File: src/rtl/int_divider_pkg.sv
// int_divider_pkg: shared definitions for the int_divider block.
//   - DEFAULT_WIDTH : default operand/result width; follows the codebase-wide
//                     DATAWIDTH define, which defaults to 32 when not set.
//   - ST_*          : 3-bit state encodings (IDLE/PREP/CALC/FIX/DONE).
//   - div_state_e   : enum built on those encodings, used by the FSM.
`ifndef DATAWIDTH
`define DATAWIDTH 32
`endif

package int_divider_pkg;

  localparam int DEFAULT_WIDTH = `DATAWIDTH;

  localparam logic [2:0] ST_IDLE = 3'd0;
  localparam logic [2:0] ST_PREP = 3'd1;
  localparam logic [2:0] ST_CALC = 3'd2;
  localparam logic [2:0] ST_FIX  = 3'd3;
  localparam logic [2:0] ST_DONE = 3'd4;

  typedef enum logic [2:0] {
    S_IDLE = ST_IDLE,
    S_PREP = ST_PREP,
    S_CALC = ST_CALC,
    S_FIX  = ST_FIX,
    S_DONE = ST_DONE
  } div_state_e;

endpackage

File: src/rtl/int_divider_div_step.sv
// int_divider_div_step: one combinational radix-2 restoring iteration.
// Ports:
//   rem_i  [WIDTH-1:0] partial remainder before the step
//   quo_i  [WIDTH-1:0] dividend/quotient shift register before the step
//   dvs_i  [WIDTH-1:0] divisor magnitude
//   rem_o  [WIDTH-1:0] partial remainder after the step
//   quo_o  [WIDTH-1:0] quotient register after the step (new bit in LSB)
module int_divider_div_step
    import int_divider_pkg::*;
#(
    parameter int WIDTH = DEFAULT_WIDTH
) (
    input  logic [WIDTH-1:0] rem_i,
    input  logic [WIDTH-1:0] quo_i,
    input  logic [WIDTH-1:0] dvs_i,
    output logic [WIDTH-1:0] rem_o,
    output logic [WIDTH-1:0] quo_o
);

    // The shifted remainder can reach 2*|divisor|-1, so the trial
    // subtraction needs one extra bit; its MSB is the borrow.
    logic [WIDTH:0] shifted;
    logic [WIDTH:0] diff;

    always_comb begin
        shifted = {rem_i, quo_i[WIDTH-1]};
        diff    = shifted - {1'b0, dvs_i};
        if (!diff[WIDTH]) begin
            rem_o = diff[WIDTH-1:0];
            quo_o = {quo_i[WIDTH-2:0], 1'b1};
        end else begin
            rem_o = shifted[WIDTH-1:0];
            quo_o = {quo_i[WIDTH-2:0], 1'b0};
        end
    end

endmodule

File: src/rtl/int_divider.sv
// int_divider: iterative radix-2 restoring divider, signed or unsigned.
// Optional feature macro: INT_DIVIDER_EARLY_OUT_EN (skip iteration when
// |dividend| < |divisor|; results identical, latency 2 instead of WIDTH+2).
// Handshakes: a transfer happens on a rising edge where valid && ready.
//   Input side accepts only in IDLE; output side holds its data stable
//   while out_valid && !out_ready.
// Ports:
//   clk, rst_n            clock, asynchronous active-low reset
//   in_valid / in_ready   request handshake
//   is_signed             1 = two's-complement, 0 = unsigned
//   dividend, divisor     operands, captured on accept
//   out_valid / out_ready result handshake
//   quotient, remainder   registered results
//   div_by_zero           result came from divisor == 0
//   busy                  request in flight
//   dbg_state             current FSM state encoding
module int_divider
    import int_divider_pkg::*;
#(
    parameter int WIDTH = DEFAULT_WIDTH,
    localparam int CNT_W = $clog2(WIDTH) + 1
) (
    input  logic             clk,
    input  logic             rst_n,
    input  logic             in_valid,
    output logic             in_ready,
    input  logic             is_signed,
    input  logic [WIDTH-1:0] dividend,
    input  logic [WIDTH-1:0] divisor,
    output logic             out_valid,
    input  logic             out_ready,
    output logic [WIDTH-1:0] quotient,
    output logic [WIDTH-1:0] remainder,
    output logic             div_by_zero,
    output logic             busy,
    output logic [2:0]       dbg_state
);

    localparam logic [WIDTH-1:0] MIN_VAL  = {1'b1, {(WIDTH-1){1'b0}}};
    localparam logic [WIDTH-1:0] ALL_ONES = {WIDTH{1'b1}};

    div_state_e       state_q, state_d;
    logic [CNT_W-1:0] cnt_q, cnt_d;
    logic [WIDTH-1:0] dvd_q, dvd_d;       // raw dividend as captured
    logic [WIDTH-1:0] dvs_q, dvs_d;       // raw divisor, then |divisor| from PREP on
    logic             sgn_q, sgn_d;
    logic [WIDTH-1:0] rem_q, rem_d;
    logic [WIDTH-1:0] quo_q, quo_d;
    logic             q_neg_q, q_neg_d;
    logic             r_neg_q, r_neg_d;
    logic             raw_q, raw_d;       // special result: load without sign fix
    logic             zero_q, zero_d;     // divide-by-zero flag for FIX
    logic [WIDTH-1:0] quotient_q, quotient_d;
    logic [WIDTH-1:0] remainder_q, remainder_d;
    logic             dbz_q, dbz_d;

    logic [WIDTH-1:0] abs_dvd, abs_dvs;
    logic [WIDTH-1:0] step_rem, step_quo;

    assign abs_dvd = (sgn_q && dvd_q[WIDTH-1]) ? -dvd_q : dvd_q;
    assign abs_dvs = (sgn_q && dvs_q[WIDTH-1]) ? -dvs_q : dvs_q;

    int_divider_div_step #(.WIDTH(WIDTH)) u_step (
        .rem_i (rem_q),
        .quo_i (quo_q),
        .dvs_i (dvs_q),
        .rem_o (step_rem),
        .quo_o (step_quo)
    );

    always_comb begin
        state_d     = state_q;
        cnt_d       = cnt_q;
        dvd_d       = dvd_q;
        dvs_d       = dvs_q;
        sgn_d       = sgn_q;
        rem_d       = rem_q;
        quo_d       = quo_q;
        q_neg_d     = q_neg_q;
        r_neg_d     = r_neg_q;
        raw_d       = raw_q;
        zero_d      = zero_q;
        quotient_d  = quotient_q;
        remainder_d = remainder_q;
        dbz_d       = dbz_q;

        case (state_q)
            S_IDLE: begin
                if (in_valid) begin
                    dvd_d   = dividend;
                    dvs_d   = divisor;
                    sgn_d   = is_signed;
                    state_d = S_PREP;
                end
            end
            S_PREP: begin
                q_neg_d = sgn_q && (dvd_q[WIDTH-1] ^ dvs_q[WIDTH-1]);
                r_neg_d = sgn_q && dvd_q[WIDTH-1];
                zero_d  = (dvs_q == '0);
                raw_d   = 1'b0;
                if (dvs_q == '0) begin
                    quo_d   = ALL_ONES;
                    rem_d   = dvd_q;
                    raw_d   = 1'b1;
                    state_d = S_FIX;
                end else if (sgn_q && dvd_q == MIN_VAL && dvs_q == ALL_ONES) begin
                    quo_d   = MIN_VAL;
                    rem_d   = '0;
                    raw_d   = 1'b1;
                    state_d = S_FIX;
`ifdef INT_DIVIDER_EARLY_OUT_EN
                end else if (abs_dvd < abs_dvs) begin
                    quo_d   = '0;
                    rem_d   = abs_dvd;
                    state_d = S_FIX;
`endif
                end else begin
                    quo_d   = abs_dvd;
                    rem_d   = '0;
                    dvs_d   = abs_dvs;
                    cnt_d   = CNT_W'(WIDTH);
                    state_d = S_CALC;
                end
            end
            S_CALC: begin
                rem_d = step_rem;
                quo_d = step_quo;
                cnt_d = cnt_q - 1'b1;
                if (cnt_q == CNT_W'(1)) begin
                    state_d = S_FIX;
                end
            end
            S_FIX: begin
                if (raw_q) begin
                    quotient_d  = quo_q;
                    remainder_d = rem_q;
                end else begin
                    // Negating a zero quotient leaves zero, so no sign on 0.
                    quotient_d  = q_neg_q ? -quo_q : quo_q;
                    remainder_d = r_neg_q ? -rem_q : rem_q;
                end
                dbz_d   = zero_q;
                state_d = S_DONE;
            end
            S_DONE: begin
                if (out_ready) begin
                    state_d = S_IDLE;
                end
            end
            default: state_d = S_IDLE;
        endcase
    end

    always_ff @(posedge clk or negedge rst_n) begin
        if (!rst_n) begin
            state_q     <= S_IDLE;
            cnt_q       <= '0;
            dvd_q       <= '0;
            dvs_q       <= '0;
            sgn_q       <= 1'b0;
            rem_q       <= '0;
            quo_q       <= '0;
            q_neg_q     <= 1'b0;
            r_neg_q     <= 1'b0;
            raw_q       <= 1'b0;
            zero_q      <= 1'b0;
            quotient_q  <= '0;
            remainder_q <= '0;
            dbz_q       <= 1'b0;
        end else begin
            state_q     <= state_d;
            cnt_q       <= cnt_d;
            dvd_q       <= dvd_d;
            dvs_q       <= dvs_d;
            sgn_q       <= sgn_d;
            rem_q       <= rem_d;
            quo_q       <= quo_d;
            q_neg_q     <= q_neg_d;
            r_neg_q     <= r_neg_d;
            raw_q       <= raw_d;
            zero_q      <= zero_d;
            quotient_q  <= quotient_d;
            remainder_q <= remainder_d;
            dbz_q       <= dbz_d;
        end
    end

    assign in_ready    = (state_q == S_IDLE);
    assign out_valid   = (state_q == S_DONE);
    assign busy        = (state_q != S_IDLE);
    assign quotient    = quotient_q;
    assign remainder   = remainder_q;
    assign div_by_zero = dbz_q;
    assign dbg_state   = state_q;

endmodule

File: config.mk
export PLATFORM = sky130hd
export DESIGN_NAME = int_divider
export DESIGN_NICKNAME = d
export VERILOG_FILES = /design/src/rtl/int_divider_pkg.sv /design/src/rtl/int_divider_div_step.sv /design/src/rtl/int_divider.sv
export SDC_FILE = /design/constraint.sdc
export NUM_CORES = 1
export LEC_CHECK = 0
export ABC_AREA = 1
export CAP_MARGIN = 20
export CORE_MARGIN = 8
export CORE_UTILIZATION = 45
export CTS_BUF_LIST = sky130_fd_sc_hd__clkbuf_4 sky130_fd_sc_hd__clkbuf_8 sky130_fd_sc_hd__clkbuf_16
export DETAILED_ROUTE_END_ITERATION = 16
export SETUP_SLACK_MARGIN = 0.4
export SYNTH_ARGS = -nofsm -noshare
export SYNTH_HDL_FRONTEND = slang
export SYNTH_HIERARCHICAL = 1
export SYNTH_SLANG_ARGS = --single-unit
File: constraint.sdc
create_clock -name clk -period 3.45 [get_ports clk]
set_input_delay 0.69 -clock clk [delete_from_list [all_inputs] [get_ports clk]]
set_output_delay 0.69 -clock clk [all_outputs]
set_load 0.01 [all_outputs]
* Word level (Yosys, flattened, before mapping)
Cells that the tools add are included.
** Operators by class
- Add/sub/neg operators :: 6
- Eq/ne operators :: 13
- Mux-type cells :: 28
- Bitwise gates (word level) :: 1
- Reductions and logical operators :: 14
** Operators by type and width (number)
- $mux 32 :: 13
- $pmux 32 s2 :: 3
- $neg 32->32 :: 4
- $eq 32x32->1 const B :: 2
- $sub 33x32->33 :: 1
- $logic_not 32->1 :: 1
- $pmux 3 s5 :: 1
- $mux 6 :: 2
- $pmux 6 s2 :: 1
- $ne 2x2->1 const B :: 5
- $mux 3 :: 3
- $eq 3x2->1 const B :: 2
- $eq 6x1->1 const B :: 1
- $reduce_and 3->1 :: 2
- $sub 6x1->6 const B :: 1
- $logic_and 1x1->1 :: 5
- $mux 1 :: 5
- $reduce_and 5->1 :: 1
- $reduce_bool 2->1 :: 2
- $eq 3x1->1 const B :: 1
- $eq 3x3->1 const B :: 1
- $logic_not 3->1 :: 1
- $reduce_bool 3->1 :: 1
- $ne 2x1->1 const B :: 1
- other kinds (2) :: 2
** Word-level totals
- Register bits after elaboration :: 207
- Input port bits :: 69
- Output and inout port bits :: 71
- Word-level logic and storage cells :: 76

* Logic depth before layout (Yosys ltp)
- Depth in word-level cells :: 6
- Depth in mapped cells :: 20
- Gate-level depth less buffers :: 19

* By module
Netlist, hierarchy kept.
** By module, submodules not included
- int_divider :: times used 1, cells an instance 1834, area an instance 12700.9 µm², seq. area each 5180.0 µm²
- int_divider_div_step :: times used 1, cells an instance 712, area an instance 3483.3 µm², seq. area each 0.0 µm²

* Least setup slack after synthesis
No wires, ideal clock.
- Path type :: register -> register
- Start point :: reg quo_q[31]
- End point :: reg rem_q[0]
- Library setup time :: 0.124 ns
- Arrival :: 2.265 ns
- Data required time :: 3.326 ns
- Path slack :: 1.061 ns
- Cell stages (with the launch flop) :: 20
- Buffers on the path :: 1
- Period minus slack after synthesis :: 2.389 ns
- Cells stage by stage :: dfrtp_1 inv_1 ha_1 fa_1 inv_1 nand2_1 nand2_1 nand3_1 nand2_2 nand2_2 nand2_2 nand2_4 nand3_1 nand2_4 buf_8 nand2_1 nand2_1 nand2_1 o21ai_0 o21bai_1
** Between the ends
- Word-level cells in the longest chain between the ends :: 3
** RTL lines
- from (decl) :: line int_divider.sv:48 : logic [WIDTH-1:0] quo_q, quo_d;
- from (signal assigned) :: line int_divider.sv:177 : quo_q <= quo_d;
- $sub 33x32->33 :: line int_divider_div_step.sv:27 : diff = shifted - {1'b0, dvs_i};
- $mux 32 * :: line int_divider_div_step.sv:28 : if (!diff[WIDTH]) begin
- via step_rem[0] :: line int_divider.sv:58 : logic [WIDTH-1:0] step_rem, step_quo;
- $pmux 32 s2 * :: line int_divider.sv:87 : case (state_q)
- to (signal assigned) :: line int_divider.sv:176 : rem_q <= rem_d;
- to (decl) :: line int_divider.sv:47 : logic [WIDTH-1:0] rem_q, rem_d;
The timed path passes the listed nets; every way through them passes the cells marked *.
A chain may end at the register's enable or synchronous reset.

* Final worst setup path
- Start point :: reg quo_q[31]
- End point :: reg rem_q[31]
** Between the ends
- Word-level cells in the longest chain between the ends :: 3
** RTL lines (line)
- $sub 33x32->33 :: int_divider_div_step.sv:27
- $mux 32 :: int_divider_div_step.sv:28
- via step_rem[31] :: int_divider.sv:58
- $pmux 32 s2 :: int_divider.sv:87
The timed path passes the listed nets, and every way through them passes these cells.

==> results_dict.tcl <==
set metrics [dict create \
    status "finished clean" \
    synth-seq-cells 207 \
    cts_sinks 207 \
    fmax_ghz 0.3555 \
    synthFlopType "dfrtp_1" \
    finalSetupViolCount 0 \
    port_buffers 139 \
    nets 2752 \
    crit_type "reg -> reg" \
    gp_congestion 0.9821 \
    design.die.area_um2 42290 \
    initial_core_util 0.4561 \
    netlist_instances 2546 \
    worstPathRequired_ns 3.89 \
    setup_ws_ns 0.6371 \
    p_leak_nw 9.732 \
    path_clk_slew_ns 0.06 \
    sw_frac_of_total 0.5254 \
    synth_warnings 6 \
    first_pass_iters 5 \
    first_global_vias 15860 \
    grt_pass1_wl_um 91890 \
    worstPathCellList "inv_1 -> ha_1 -> fa_1 -> inv_1 -> nand2_1 -> nand2_1 -> nand3_1 -> nand2_2 -> nand2_2 -> nand2_2 -> nand2_4 -> nand3_1 -> nand2_8 -> nand2_1 -> nand2_1 -> nand2_1 -> o21ai_0 -> o21bai_1" \
    clkPwrFrac 0.150 \
    fin_setup_tns_ns 0 \
    num_rows 69 \
    start_kind "flop" \
    worstPathArrival_ns 3.26 \
    netlist_area_um2 16180 \
    viasPerCell 5.335 \
    cts_max_level 1 \
    core_um2 35480 \
    combPwrFrac 0.594 \
    routed_wl_um 58950 \
    intPower_mw 9.245 \
    syn_nets 2655 \
    cp-end-kind "flop" \
    p_sw_mw 10.23 \
    area_growth_pct 16.17 \
    grt-ovfl-total 0 \
    path_max_fanout 32 \
    clkLatencyLatePin_ns 0.56 \
    route.vias.total 16670 \
    yosysUniqueCellTypes 46 \
    routedWlPerCell_um 18.87 \
    slew_headroom 0.4066 \
    synth-seq-area-share 0.3201 \
    fin_crit_sh 0.8153 \
    hold_violations 0 \
    final_area_um2 18800 \
    cts-root-buf "clkbuf_16" \
    maxCapViolations 0 \
    antenna_left 0 \
    antennaDiodeCount 0 \
    sequentialPowerShare 0.256 \
    finClkSkew_ns 0.01676 \
    async_reset_ff_frac 1.000 \
    clk_path_buf_depth 3 \
    worstHoldPathType "in -> async" \
    worst_slew_pin_slew_ns 0.8901 \
    dpl_cell_area_um2 17870 \
    antenna_found_initial 2 \
    cts-buffers-inserted 26 \
    drc 0 \
    post-place-ws_ns 0.6464 \
    fin_crit_ns 2.813 \
    drive_gt1_frac 0.06985 \
    maxSlewViolCount 0 \
    rsz0062_at_grt "false" \
    track_usage 0.2771 \
    die_h_um 205.6 \
    critPathMaxStageDelay_ns 0.41 \
    chipWidth_um 205.6 \
    num_io_pins 140 \
    drt_iter0_markers 1583 \
    cp_slowest_cell "dfrtp_1" \
    tritoncts "done" \
    power_per_cell_area_nw_per_um2 1036 \
    worst_path_most_repeated_cell "nand2_1" \
    ir_drop_mv 0.7528 \
    grt_max_degree 96 \
    syn_area_per_cell_um2 6.357 \
    synth_edf_count 0 \
    hpwlAfterDp_um 46450 \
]
==> kinds of logic after synthesis <==
family | after synthesis | share of synthesized area
AOI/OAI and AO/OA | 223 | 0.07785
adders and majority gates | 40 | 0.03139
xor gates and xnor gates | 75 | 0.04059
buffers and inverters | 424 | 0.1131
and+or+nand+nor | 1563 | 0.4073
DFF | 207 | 0.3201
muxes | 14 | 0.009741
==> synthesized netlist by cell type, types with 6 or more instances <==
library cell	n	area share
a21oi_1	54	0.017
buf_1	7	0.0016
buf_2	24	0.0074
buf_4	32	0.015
buf_6	6	0.0042
clkbuf_1	40	0.0093
dfrtp_1	207	0.32
ha_1	39	0.030
inv_1	307	0.071
mux2_2	14	0.0097
nand2_1	943	0.22
nand2_2	33	0.013
nand2_4	7	0.0049
nand3_1	202	0.062
nand4_1	62	0.024
nor2_1	253	0.059
nor2_2	9	0.0035
nor3_1	21	0.0065
o211ai_1	27	0.013
o21ai_0	107	0.033
o21bai_1	14	0.0065
or2_2	12	0.0046
xnor2_1	11	0.0060
xor2_1	64	0.035
==> routing by layer <==
layer	vias up	GRT usage	share of wire
li1	8186	-	-
met1	7686	0.4077	0.47
met2	681	0.4161	0.42
met3	110	0.03999	0.083
met4	4	0.07736	0.027
met5	-	0	0.00046
==> registers in the layout (all words and copies together), names as in the netlist <==
signal,flops
dvd_q,32
dvs_q,32
quo_q,32
quotient,32
rem_q,32
remainder,32
cnt_q,6
dbg_state,3
div_by_zero,1
q_neg_q,1
r_neg_q,1
raw_q,1
sgn_q,1
zero_q,1
==> power by group through the flow <==
| stage | clock network [mW] | logic [mW] | registers (mW) |
|---|---|---|---|
| floorplan | 0 | 8.06 | 4.56 |
| global placement | 0 | 11.3 | 4.94 |
| detailed placement | 0 | 11.4 | 4.97 |
| CTS | 2.97 | 11.5 | 4.93 |
| global route | 3.05 | 13.0 | 5.10 |
| finish | 2.91 | 11.6 | 4.99 |
==> through the flow <==
step	power (mW)	util	hold WS (ns)	cells
3_3_place_gp	16.27	0.5037	0.4630	3076
5_1_grt	21.12	0.5299	0.1811	3124
6_report	19.48	0.5299	0.1338	3124
4_1_cts	19.37	0.5296	0.1476	3124
2_1_floorplan	12.62	-	0.3944	2546
3_5_place_dp	16.37	0.5037	0.4654	3076
==> cell usage in the layout (no fill, tap or decap), types with 4 or more instances in the layout <==
| master | n |
|---|---|
| nand2_1 | 939 |
| inv_1 | 307 |
| nor2_1 | 251 |
| dfrtp_1 | 207 |
| nand3_1 | 202 |
| clkdlybuf4s50_1 | 138 |
| o21ai_0 | 107 |
| xor2_1 | 64 |
| nand4_1 | 62 |
| a21oi_1 | 54 |
| ha_1 | 39 |
| buf_4 | 39 |
| nand2_2 | 37 |
| o211ai_1 | 27 |
| clkbuf_16 | 26 |
| nor3_1 | 21 |
| o21bai_1 | 14 |
| mux2_2 | 14 |
| or2_2 | 12 |
| nor2_2 | 11 |
| xnor2_1 | 11 |
| clkbuf_8 | 7 |
| nand2_4 | 6 |
| o21ai_1 | 5 |
| o22ai_1 | 5 |
| clkbuf_4 | 5 |
| nor2_4 | 4 |
| nand3b_1 | 4 |
| o31ai_1 | 4 |
| and2_1 | 4 |
| clkinv_2 | 4 |
==> area by class of cell <==
cell class	count	area (µm²)
sequential	207	5180
fill	3641	16680
clock inverter	11	151.4
multi-input combinational	1915	9204
clock buffer	37	770.7
timing repair buffer	181	1748
inverter	312	1171
tap	461	576.8
==> worst max-delay path: cells and delay by family, from the launching register on <==
kind,cells,cell delay (ns)
simple gates,12,1.19
compound gates,2,0.25
fa+ha+maj,2,0.64
flops,1,0.41
buf+inv,2,0.21
==> worst paths after layout <==
check,depth (start not counted),start,slack (ns),end
min,1,rst_n,0.13,remainder[4]$_DFFE_PN0P_
min in group clk,2,quotient[21]$_DFFE_PN0P_,0.48,quotient[21]$_DFFE_PN0P_
max reg2reg,18,quo_q[31]$_DFFE_PN0N_,0.64,rem_q[31]$_DFFE_PN0N_
min reg2reg,2,quotient[21]$_DFFE_PN0P_,0.48,quotient[21]$_DFFE_PN0P_
max in group asynchronous,2,rst_n,2.56,cnt_q[3]$_DFFE_PN0P_
max,18,quo_q[31]$_DFFE_PN0N_,0.64,rem_q[31]$_DFFE_PN0N_
==> repair_timing <==
| item | CTS | global route |
|---|---|---|
| endpoints found under the setup margin | 0 | 2 |
| gates resized for setup | 0 | 1 |
| hold buffers | 0 | 0 |
| buffers inserted | 0 | 0 |
No activity file was read; power rests on OpenSTA's default activity.
